## src/rtl/ram_port_arbiter.sv

```systemverilog
// -----------------------------------------------------------------------------
// ram_port_arbiter
//
// Shares one single-port, synchronous-read RAM between two requesters.
// At most one access is issued per cycle. The grant is combinational and the
// access executes at the next rising edge. Read data comes back one cycle
// after a granted read, on the requester's rvalid/rdata pair.
//
// A requester that is granted while holding its lock input keeps exclusive
// ownership of the RAM (OWN0/OWN1). It keeps ownership until it drops either
// lock or req. While one requester owns the RAM, the other requester's
// requests are ignored.
//
// Optional feature macro: ARB_ROUND_ROBIN_EN
//   defined   : when both requesters contend in IDLE, the requester that was
//               not granted last wins.
//   undefined : fixed priority; requester 0 always wins contention.
//               last_gnt is still tracked.
//
// Parameters
//   AWIDTH      RAM address width (depth = 2**AWIDTH)
//   DWIDTH      RAM data width
//
// Ports
//   clock       rising-edge clock
//   reset_n     asynchronous active-low reset
//   reqN        access request from requester N
//   weN         1 = write, 0 = read
//   addrN       access address
//   wdataN      write data
//   lockN       hold ownership for back-to-back accesses
//   gntN        request accepted this cycle (combinational)
//   rvalidN     read data valid (one cycle after a granted read)
//   rdataN      read data; zero unless rvalidN is high
//   ram_addr    RAM address (zero when idle)
//   ram_din     RAM write data (zero when idle)
//   ram_we      RAM write enable
//   ram_dout    RAM read data, valid one cycle after the address
// -----------------------------------------------------------------------------
module ram_port_arbiter #(
    parameter int AWIDTH = 3,
    parameter int DWIDTH = 32
) (
    input  logic              clock,
    input  logic              reset_n,
    input  logic              req0,
    input  logic              req1,
    input  logic              we0,
    input  logic              we1,
    input  logic [AWIDTH-1:0] addr0,
    input  logic [AWIDTH-1:0] addr1,
    input  logic [DWIDTH-1:0] wdata0,
    input  logic [DWIDTH-1:0] wdata1,
    input  logic              lock0,
    input  logic              lock1,
    output logic              gnt0,
    output logic              gnt1,
    output logic              rvalid0,
    output logic              rvalid1,
    output logic [DWIDTH-1:0] rdata0,
    output logic [DWIDTH-1:0] rdata1,
    output logic [AWIDTH-1:0] ram_addr,
    output logic [DWIDTH-1:0] ram_din,
    output logic              ram_we,
    input  logic [DWIDTH-1:0] ram_dout
);

    typedef enum logic [1:0] {
        IDLE = 2'd0,
        OWN0 = 2'd1,
        OWN1 = 2'd2
    } state_t;

    state_t state_q, state_d;
    logic   last_gnt_q, last_gnt_d;
    logic   rvalid0_q, rvalid1_q;

    // Raw grant decision. It is not yet gated by reset.
    logic   grant0, grant1;

    // -------------------------------------------------------------------------
    // Grant decision and next state
    // -------------------------------------------------------------------------
    always_comb begin
        grant0  = 1'b0;
        grant1  = 1'b0;
        state_d = state_q;
        case (state_q)
            IDLE: begin
                if (req0 && req1) begin
`ifdef ARB_ROUND_ROBIN_EN
                    // Alternate: the requester not granted last time wins.
                    grant0 = last_gnt_q;
                    grant1 = ~last_gnt_q;
`else
                    grant0 = 1'b1;
`endif
                end else begin
                    grant0 = req0;
                    grant1 = req1;
                end
                if (grant0 && lock0) begin
                    state_d = OWN0;
                end else if (grant1 && lock1) begin
                    state_d = OWN1;
                end
            end
            OWN0: begin
                // The other requester is ignored. The owner is still served
                // in the cycle it releases the lock.
                grant0 = req0;
                if (!(req0 && lock0)) begin
                    state_d = IDLE;
                end
            end
            OWN1: begin
                grant1 = req1;
                if (!(req1 && lock1)) begin
                    state_d = IDLE;
                end
            end
            default: begin
                state_d = IDLE;
            end
        endcase
    end

    always_comb begin
        last_gnt_d = last_gnt_q;
        if (grant1) begin
            last_gnt_d = 1'b1;
        end else if (grant0) begin
            last_gnt_d = 1'b0;
        end
    end

    // -------------------------------------------------------------------------
    // State registers
    // -------------------------------------------------------------------------
    always_ff @(posedge clock or negedge reset_n) begin
        if (!reset_n) begin
            state_q    <= IDLE;
            last_gnt_q <= 1'b1;
            rvalid0_q  <= 1'b0;
            rvalid1_q  <= 1'b0;
        end else begin
            state_q    <= state_d;
            last_gnt_q <= last_gnt_d;
            rvalid0_q  <= grant0 & ~we0;
            rvalid1_q  <= grant1 & ~we1;
        end
    end

    // -------------------------------------------------------------------------
    // Outputs
    // -------------------------------------------------------------------------
    // Grants are gated by reset. Otherwise a request seen while reset_n is
    // low could drive the RAM, because the FSM sits in IDLE during reset.
    assign gnt0 = grant0 & reset_n;
    assign gnt1 = grant1 & reset_n;

    assign ram_we   = (gnt0 & we0) | (gnt1 & we1);
    assign ram_addr = gnt0 ? addr0  : (gnt1 ? addr1  : '0);
    assign ram_din  = gnt0 ? wdata0 : (gnt1 ? wdata1 : '0);

    assign rvalid0 = rvalid0_q;
    assign rvalid1 = rvalid1_q;
    assign rdata0  = rvalid0_q ? ram_dout : '0;
    assign rdata1  = rvalid1_q ? ram_dout : '0;

endmodule

```

## config.mk

```make
export PLATFORM = sky130hd
export DESIGN_NAME = ram_port_arbiter
export DESIGN_NICKNAME = d
export VERILOG_FILES = /design/src/rtl/ram_port_arbiter.sv
export SDC_FILE = /design/constraint.sdc
export NUM_CORES = 1
export LEC_CHECK = 0
export BUFFER_PORTS_ARGS = -buffer_cell sky130_fd_sc_hd__buf_2
export CAP_MARGIN = 10
export CORE_AREA = 2 2 83 85
export CTS_CLUSTER_DIAMETER = 200
export DETAILED_ROUTE_END_ITERATION = 8
export DIE_AREA = 0 0 85 87
export GPL_ROUTABILITY_DRIVEN = 0
export GPL_TIMING_DRIVEN = 0
export HOLD_SLACK_MARGIN = 0.03
export PLACE_DENSITY = 0.79
export SETUP_SLACK_MARGIN = 0.2
export SYNTH_ARGS = -nofsm -noshare
export SYNTH_HDL_FRONTEND = slang
export SYNTH_SLANG_ARGS = --single-unit
export TNS_END_PERCENT = 5
```

## constraint.sdc

```tcl
create_clock -name clock -period 3 [get_ports clock]
set_input_delay 0.6 -clock clock [delete_from_list [all_inputs] [get_ports clock]]
set_output_delay 0.6 -clock clock [all_outputs]
set_load 0.01 [all_outputs]
```

==> impl_metrics.ini <==
[run_status]
outcome = complete, no violations

[cells_and_area]
diodes = 0
areaGrowthSynthToFinish_pct = 73.2
final_core_util = 0.433
final_common_cell = buf_2
nets = 541
nFillCells = 682
final_cell_mix = buf_2 (213), and2_1 (66), nand2_1 (36), nand4b_1 (36), o31ai_2 (33)
drive_gt1_frac = 0.611

[floorplan]
rows = 30
dieArea_sq_um = 7400
fp.dieW_microns = 85
top_level_ports = 214
core_area_sq_um = 6570
dieHeight_microns = 87
initial_utilization = 0.250

[timing]
max_freq_mhz = 414
fin_skew_ns = 0.00238
rsz0062_at_grt = no
period_minus_slack_ns = 2.41
worst_slew_pin_slew_ns = 0.690
setup_tns_ns = 0
timing.final.crit_share = 0.804
maxSlewViolCount = 0
hold_viol_final = 0
setup_viol = 0
max-slew-margin-rel = 0.540

[critical_path]
slowest_delay_ns = 0.34
worst_ep_arrival_time_ns = 1.81
worst_path_max_delay_cell = clkbuf_1
path_cells = buf_2 > buf_4 > clkbuf_1 > nand2_1 > o31ai_2 > buf_2
crit_type = in2out
worstSetupEndpointType = primary output
crit_top_cell = buf_2
start_kind = input pin
required_ns = 2.40
path_max_fanout = 10

[drt]
dr.pass1.iters = 4
viasPerCell = 4.79
vias = 2436
drc_errors = 0
finalWirelength_microns = 6980
drt_iter0_markers = 63
wl_per_cell_microns = 13.7
antenna_left = 0

[synth]
yosysSeqAreaShare = 0.0609
yosys.area.top_type = and2_1
yosysTopAreaCellShare = 0.251
synthCells = 214
syn_avg_cell_area_sq_um = 7.68
yosysWarningCount = 0
ys_seq_elements = 4
synth_nets = 324
netlist_area_sq_um = 1640
synth_area_leaders = and2_1 (25%), o31ai_2 (25%), nand4b_1 (19%)
yosysUniqueCellTypes = 16

[cts]
cts_tree = done
cts_made_buffers = 3
ctsResizeCount = 0
clockRootBuffer = clkbuf_8
cts_setup_buffers = 0
clkTransAtPathRegs_ns = 0.03
htree_levels = 1
cts_max_path_buffers = 2
insertion_delay_ns = 0.22
cts_sinks = 4
ctsHoldBuffers = 0

[place]
hpwlAfterDp_microns = 5950
io_buffer_count = 212

[global_routing]
overflow = 0
grt_pass1_vias = 2283
grt_pass1_wl_microns = 10700
grtUsageTotal = 0.173
grt_max_degree = 11
antenna_found_initial = 0

[power]
cellLeakagePower_uw = 0.00159
ir_worst_vdd_v = 0.0000786
p_per_area_nw_per_um2 = 184

[min_path]
hold_class = in2async

[run]
drv_cap = 0
-- cells in the mapped netlist, drive strengths merged --
library cell / instances
nor3b: 2
nand2b: 1
clkbuf: 21
dfrtp: 4
and2: 66
buf: 9
nor3: 1
nand2: 36
nor2b: 2
nand4b: 36
o31ai: 36
-- power breakdown --
part | leakage, uW | total (uW) | internal [uW] | switching, uW
registers | 0.0000531 | 61.5 | 57.0 | 4.54
clock network | 0.0000216 | 113 | 85.5 | 27.2
logic | 0.00152 | 348 | 163 | 185
total | 0.00159 | 523 | 305 | 217
-- critical path, delay by kind of cell --
family                 cells  cell delay [ns]
buffers and inverters      4             0.85
AO/OA/AOI/OAI              1             0.24
AND/OR/NAND/NOR            1             0.12
-- metal layers --
metal | share of wire | vias up | global-route usage
met4 | 0.015 | 0 | 0.0519
li1 | - | 1192 | -
met2 | 0.52 | 146 | 0.341
met5 | 0 | - | 0
met3 | 0.084 | 8 | 0.0284
met1 | 0.38 | 1090 | 0.188
-- kinds of logic after synthesis --
logic type,count (synthesis),share of synthesized area
and+or+nand+nor,144,0.564
AOI/OAI and AO/OA,36,0.273
DFF,4,0.0609
buffers and inverters,30,0.101
-- stage by stage --
| stage | area [sq um] | total power (uW) | hold WS, ns | cells | setup WS [ns] |
|---|---|---|---|---|---|
| floorplan | 1640 | 250 | 0.304 | 214 | 0.986 |
| global placement | 2800 | 405 | 0.422 | 506 | 0.588 |
| detailed placement | 2800 | 413 | 0.423 | 506 | 0.563 |
| CTS | 2850 | 530 | 0.192 | 509 | 0.557 |
| global route | 2850 | 565 | 0.195 | 509 | 0.428 |
| finish | 2850 | 523 | 0.192 | 509 | 0.587 |
-- cell type report --
type	instances	area, sq um	area share
multi-input combinational	180	1380	0.484
timing repair buffer	212	1060	0.373
sequential	4	100	0.0352
buffer	30	166	0.0585
clock buffer	3	41.3	0.0145
tap	80	100	0.0352
-- registers in the layout, summed over array words and instances, names as in the netlist --
| register | count |
|---|---|
| rvalid1 | 1 |
| state_q | 2 |
| rvalid0 | 1 |
-- path summary, 6_finish.rpt --
path / from / endpoint / slack [ns] / depth (start not counted)
worst min register to register: state_q[1]$_DFFE_PN0P_ / state_q[1]$_DFFE_PN0P_ / 1.05 / 4
worst min-delay path: reset_n / state_q[0]$_DFFE_PN0P_ / 0.19 / 1
min in group clock: we0 / rvalid0$_DFF_PN0_ / 0.55 / 2
worst max-delay path: reset_n / ram_din[19] / 0.59 / 6
worst max register to register: state_q[0]$_DFFE_PN0P_ / rvalid1$_DFF_PN0_ / 1.79 / 4
max in group asynchronous: reset_n / state_q[1]$_DFFE_PN0P_ / 2.67 / 1
Power figures use the tool's default switching activity.
